<file path="src/rtl/pipelined_adder.sv">
// Pipelined add/subtract unit: each of STAGES register stages resolves WIDTH/STAGES bits.
// Optional macro PIPELINED_ADDER_SAT_EN clamps z to the signed range on overflow.
module pipelined_adder #(
  parameter int WIDTH  = 8,
  parameter int STAGES = 2
) (
  input  logic             clk,
  input  logic             rst_n,
  input  logic             in_valid,
  output logic             in_ready,
  input  logic [WIDTH-1:0] x,
  input  logic [WIDTH-1:0] y,
  input  logic             cin,
  input  logic             sub,
  output logic             out_valid,
  input  logic             out_ready,
  output logic [WIDTH-1:0] z,
  output logic             cout,
  output logic             ovf
);

  localparam int NS    = (STAGES < 1) ? 1 : STAGES;
  localparam int SLICE = WIDTH / NS;
  localparam int LAST  = NS - 1;

  if (STAGES < 1 || (WIDTH % NS) != 0) begin : g_bad_cfg
    $fatal(1, "pipelined_adder: STAGES must be >= 1 and divide WIDTH");
  end

  // Handshake: a transfer happens on a rising edge where valid && ready.
  // The whole pipe moves as one unit, so the input is ready exactly when
  // the output slot is empty or being drained this cycle.
  logic advance;
  assign advance  = !out_valid || out_ready;
  assign in_ready = advance;

  for (genvar k = 0; k < NS; k++) begin : stg
    // IW: operand bits still unconsumed on entry; XW: bits kept after this stage
    // (the last stage keeps only the operand MSBs for the overflow decision).
    localparam int IW = WIDTH - k * SLICE;
    localparam int XW = (k == LAST) ? 1 : IW - SLICE;
    localparam int SW = (k + 1) * SLICE;

    logic             in_v, in_sub, in_c;
    logic [IW-1:0]    in_x, in_y;
    logic [SLICE:0]   sum;
    logic [XW-1:0]    x_nxt, y_nxt;
    logic [SW-1:0]    s_nxt;

    logic             v_q, sub_q, c_q;
    logic [XW-1:0]    x_q, y_q;
    logic [SW-1:0]    s_q;

    if (k == 0) begin : g_head
      assign in_v   = in_valid;
      assign in_sub = sub;
      assign in_c   = cin ^ sub;
      assign in_x   = x;
      assign in_y   = y;
      assign s_nxt  = sum[SLICE-1:0];
    end else begin : g_body
      assign in_v   = stg[k-1].v_q;
      assign in_sub = stg[k-1].sub_q;
      assign in_c   = stg[k-1].c_q;
      assign in_x   = stg[k-1].x_q;
      assign in_y   = stg[k-1].y_q;
      assign s_nxt  = {sum[SLICE-1:0], stg[k-1].s_q};
    end

    if (k == LAST) begin : g_tail
      assign x_nxt = in_x[IW-1];
      assign y_nxt = in_y[IW-1];
    end else begin : g_mid
      assign x_nxt = in_x[IW-1:SLICE];
      assign y_nxt = in_y[IW-1:SLICE];
    end

    // y travels raw; the subtract inversion is applied to each slice as it is consumed.
    assign sum = {1'b0, in_x[SLICE-1:0]}
               + {1'b0, in_y[SLICE-1:0] ^ {SLICE{in_sub}}}
               + {{SLICE{1'b0}}, in_c};

    always_ff @(posedge clk) begin
      if (!rst_n) begin
        v_q   <= 1'b0;
        sub_q <= 1'b0;
        c_q   <= 1'b0;
        x_q   <= '0;
        y_q   <= '0;
        s_q   <= '0;
      end else if (advance) begin
        v_q   <= in_v;
        sub_q <= in_sub;
        c_q   <= sum[SLICE];
        x_q   <= x_nxt;
        y_q   <= y_nxt;
        s_q   <= s_nxt;
      end
    end
  end

  logic [WIDTH-1:0] sum_z;
  logic             x_msb, y_msb;

  assign sum_z     = stg[LAST].s_q;
  assign x_msb     = stg[LAST].x_q[0];
  assign y_msb     = stg[LAST].y_q[0] ^ stg[LAST].sub_q;
  assign out_valid = stg[LAST].v_q;
  assign cout      = stg[LAST].c_q;
  assign ovf       = (x_msb == y_msb) && (sum_z[WIDTH-1] != x_msb);

`ifdef PIPELINED_ADDER_SAT_EN
  // On overflow both effective operands share a sign, which is the sign of the true result.
  always_comb begin
    z = sum_z;
    if (ovf) z = x_msb ? {1'b1, {(WIDTH-1){1'b0}}} : {1'b0, {(WIDTH-1){1'b1}}};
  end
`else
  assign z = sum_z;
`endif

endmodule

</file>
<file path="config.mk">
export PLATFORM = sky130hd
export DESIGN_NAME = pipelined_adder
export DESIGN_NICKNAME = d
export VERILOG_FILES = /design/src/rtl/pipelined_adder.sv
export SDC_FILE = /design/constraint.sdc
export NUM_CORES = 1
export LEC_CHECK = 0
export ABC_CLOCK_PERIOD_IN_PS = 4200
export BUFFER_PORTS_ARGS = -buffer_cell sky130_fd_sc_hd__buf_4
export CAP_MARGIN = 40
export CORE_ASPECT_RATIO = 0.8
export CORE_MARGIN = 2
export CORE_UTILIZATION = 56
export CTS_CLUSTER_SIZE = 10
export DETAILED_ROUTE_END_ITERATION = 16
export PLACE_DENSITY = 0.83
export SLEW_MARGIN = 0
export SYNTH_ARGS = -nofsm -noshare
export SYNTH_HDL_FRONTEND = slang
export SYNTH_SLANG_ARGS = --single-unit
</file>
<file path="constraint.sdc">
create_clock -name clk -period 4.2 [get_ports clk]
set_clock_uncertainty 0.15 [all_clocks]
set_input_delay 0 -clock clk [delete_from_list [all_inputs] [get_ports clk]]
set_output_delay 0 -clock clk [all_outputs]
set_load 0.005 [all_outputs]
</file>
Word-level counts from Yosys, hierarchy flattened. Index checks and enable logic that the tools add are counted. Widths: inputs -> output; s select.

Output and inout bits: 12. Input bits: 22. Flip-flop bits (word level): 28.

Bitwise logic cells: 4. Reduce and logical (&&, ||, !) cells: 3. Add/sub/neg operators: 4. Equality and inequality tests: 2.

Operators with widths (number): $add 4x4->5 (2); $add 5x1->5 (2); $xor 4x4->4 (2); $xor 1x1->1 (2); $eq 1x1->1 (1); $logic_and 1x1->1 (1); $logic_not 1->1 (1); $logic_or 1x1->1 (1); $ne 1x1->1 (1).

Depth between registers and ports, before layout.
Word-level depth: 3. Gate-level depth with buffers: 8. Gate-level depth less buffers: 7.

Least setup slack after synthesis. OpenSTA, ideal clock, no wires.

Path kind: reg-to-reg. Start point: reg stg[0].sub_q. End point: reg stg[1].c_q, in the netlist cout. Cell stages (with the launch flop): 9. Buffers on the path: 1. Setup slack: 2267 ps. Arrival time: 1664 ps. Setup time: 119 ps. Cells stage by stage: dfxtp_1 -> clkbuf_1 -> xnor2_1 -> fa_1 -> inv_1 -> fa_1 -> a21o_1 -> a21oi_1 -> a21oi_1.

Word-level cells in the longest chain between the ends: 3.

Ends and longest elaborated chain: from (decl) (RTL line 50) `logic v_q, sub_q, c_q;`; from (signal assigned) (RTL line 93) `sub_q <= in_sub;`; $xor 4x4->4 (RTL line 80) `+ {1'b0, in_y[SLICE-1:0] ^ {SLICE{in_sub}}}`; $add 4x4->5 (RTL line 80); $add 5x1->5 (RTL line 81) `+ {{SLICE{1'b0}}, in_c};`; to (signal assigned) (RTL line 94) `c_q <= sum[SLICE];`; to (decl) (RTL line 50).

Every way passes these cells. A chain may end at the register's enable or synchronous reset.

Worst setup path in the final report.
Start point: reg stg[1].v_q, in the netlist out_valid. End point: reg stg[0].y_q[2].

Word-level cells in the longest chain between the ends: 2.

Ends and longest elaborated chain: from (decl) (RTL line 50); from (signal assigned) (RTL line 92) `v_q <= in_v;`; $logic_not 1->1 (RTL line 34) `assign advance = !out_valid || out_ready;`; $logic_or 1x1->1 (RTL line 34); to (signal assigned) (RTL line 96) `y_q <= y_nxt;`; to (decl) (RTL line 51) `logic [XW-1:0] x_q, y_q;`.

Every way passes these cells.

==> flow_metrics.env <==
export IMPL_status="completed"
export IMPL_rows=16
export IMPL_core_um2=2402
export IMPL_synthCells=159
export IMPL_synth_avg_cell_area_um2=8.743
export IMPL_drt_iter0_drc=47
export IMPL_start_util_pct=57.86
export IMPL_die_x_um=59.71
export IMPL_clock_latency_ns=0.33
export IMPL_syn_num_nets=191
export IMPL_cts_resized=0
export IMPL_synth_xor_area_share_pct=7.561
export IMPL_synthMuxAreaShare_pct=0
export IMPL_startpoint_type="register"
export IMPL_hold_class="in2reg"
export IMPL_synth_top_family_by_area="compound AO/OA/AOI/OAI gates"
export IMPL_cts_sinks=28
export IMPL_htree_levels=1
export IMPL_synth_top_area_share_pct=40.32
export IMPL_worstSetupEndpointType="register"
export IMPL_antenna_found_initial=0
export IMPL_yosysWarningCount=0
export IMPL_io_pins=34
export IMPL_synth_compound_area_share_pct=17.01
export IMPL_die_area_um2=2899
export IMPL_fin_crit_sh_pct=51.42
export IMPL_diodes=0
export IMPL_cts_buffers=3
export IMPL_synth_adder_area_share_pct=11.16
export IMPL_worstMarginPinSlew_ns=0.6204
export IMPL_fin_nets=243
export IMPL_drc=0
export IMPL_arrival_ns=2.24
export IMPL_grt_pass1_vias=1200
export IMPL_grt_pass1_wl_um=5271
export IMPL_io_buffers=33
export IMPL_cts_root_buf="clkbuf_4"
export IMPL_utilization_pct=77.92
export IMPL_power_density_nw_per_um2=319.9
export IMPL_detail_route_wl_per_cell_um=13.19
export IMPL_fin_tns_setup_ns=0
export IMPL_vias=1256
export IMPL_finalHoldViolCount=0
export IMPL_yosysTopAreaCell="dfxtp_1"
export IMPL_cts_reportedPaths_clkPinSlew_ns=0.14
export IMPL_place_congestion=0.7860
export IMPL_grt_max_degree=34
export IMPL_p_leak_nw=0.8716
export IMPL_ir_drop_v=0.0001938
export IMPL_dp_cells=209
export IMPL_synth_area_um2=1390
export IMPL_synthTopCellsByArea="dfxtp_1, nand2_1, a21oi_1, fa_1, xor2_1"
export IMPL_report_final_slew_viol_count=0
export IMPL_syn2layout_area_growth_pct=34.65
export IMPL_dpl_hpwl_um=1986
export IMPL_min_period_ns=2.159
export IMPL_fmax_mhz=463.1
export IMPL_grt_usage_pct=23.48
export IMPL_cts_tree="done"
export IMPL_rsz0062_at_grt="no"
export IMPL_cts_buffer_depth=2
export IMPL_die_y_um=48.56
export IMPL_synthSimpleGateAreaFrac_pct=16.74
export IMPL_drt_pass1_iterations=5
export IMPL_setup_viol=0
export IMPL_post_cts_buffers=0
export IMPL_vias_per_cell=5.300
export IMPL_cap_violations=0
export IMPL_drtAntennaViolNets=0
export IMPL_ys_ff_latch=28
export IMPL_criticalPathCategory="reg2reg"
export IMPL_cp_max_fo=33
export IMPL_gr_total_overflow=0
export IMPL_synth_cell_types=26
export IMPL_slew_headroom_pct=58.55
export IMPL_ys_seq_area_share_pct=40.32
export IMPL_cp_required_ns=4.28
export IMPL_routed_wl_um=3125
export IMPL_stdcell_count=237
export IMPL_final_layout_size_suffix_gt1_share_pct=20.48
-- cells in the mapped netlist --
library cell / number
a211oi_1: 2
dfxtp_1: 28
a211oi_2: 1
inv_6: 1
nand2_1: 43
o21ai_0: 2
nand2b_1: 1
o211ai_2: 2
nand3_1: 5
buf_2: 1
fa_1: 4
nand3b_1: 1
xnor2_1: 3
a21o_1: 2
xor2_1: 9
clkbuf_1: 3
a2111o_1: 2
ha_1: 6
nor2b_4: 1
inv_1: 3
buf_6: 4
buf_4: 2
o22ai_1: 1
inv_2: 1
a21oi_1: 26
nor2_1: 5
-- layout make-up --
class | instances | area (µm²)
Clock buffer | 4 | 36.28
Fill cell | 166 | 530.5
Inverter | 5 | 23.77
Multi-Input combinational cell | 116 | 729.5
Sequential cell | 28 | 560.5
Tap cell | 27 | 33.78
Timing Repair Buffer | 57 | 488.0
-- power by group --
group	switching, mW	internal (mW)	total, mW
registers	0.0182	0.293	0.311
logic	0.0701	0.0874	0.157
clock network	0.0771	0.0531	0.130
-- logic make-up (layout without fill, tap and decap cells) --
logic type	after synthesis	after routing
AOI/OAI and AO/OA	38	38
xor gates and xnor gates	12	12
adders and majority gates	10	10
buffers and inverters	15	66
DFF	28	28
and+or+nand+nor	56	56
-- registers in the layout, summed over array words and instances, names as in the netlist --
name and flops:
stg.y_q 5, stg.x_q 5, z 8, stg.c_q 1, stg.sub_q 2, out_valid 1, cout 1, stg.s_q 4
stg.v_q 1
-- metal layers --
layer | global-route usage, % | wire, µm
met5 | 0 | 0
met4 | 4.444 | 13
met3 | 5.615 | 127
met2 | 40.40 | 1658
met1 | 29.69 | 1326
-- what timing repair did --
action                                  4_1_cts  5_1_grt
endpoints found under the setup margin        0        0
hold buffers                                 24        0
endpoints found under the hold margin        25        0
-- final timing paths --
| check | slack, ns | end | start | cells past startpoint |
|---|---|---|---|---|
| worst max-delay path | 2.04 | stg[0].y_q[2]$_SDFFE_PN0P_ | out_valid$_SDFFE_PN0P_ | 5 |
| worst max register to register | 2.04 | stg[0].y_q[2]$_SDFFE_PN0P_ | out_valid$_SDFFE_PN0P_ | 5 |
| worst min-delay path | 0.02 | stg[0].s_q[3]$_SDFFE_PN0P_ | x[2] | 5 |
| worst min register to register | 0.31 | z[2]$_SDFFE_PN0P_ | z[2]$_SDFFE_PN0P_ | 2 |
-- per-stage QoR --
step	total power, mW	hold slack (ns)	cell area, µm²	worst slack [ns]
3_3_place_gp	0.4469	0.1062	1595	2.331
3_5_place_dp	0.4540	0.1137	1595	2.245
2_1_floorplan	0.4012	-0.01163	1390	2.267
6_report	0.5988	0.01903	1872	2.041
4_1_cts	0.5962	0.03192	1872	2.062
5_1_grt	0.6309	0.03418	1872	1.910
-- cells in the final DEF (no fill, tap or decap), drive strengths merged --
master       instances
dlygate4sd3         24
a21o                 2
xor2                 9
nand3                5
nand3b               1
dfxtp               28
a211oi               3
o21ai                2
buf                 33
nand2               43
xnor2                3
nor2b                1
fa                   4
a21oi               26
ha                   6
o211ai               2
nor2                 5
clkbuf               4
inv                  5
o22ai                1
a2111o               2
nand2b               1
-- critical path, cell delays in order (launching register included) --
cell and delay [ns]:
dfxtp_1 0.36, nor2b_4 0.55, inv_6 0.21, nand2_1 0.14
a21oi_1 0.08, dlygate4sd3_1 0.58
(Power assumes the default switching activity.)
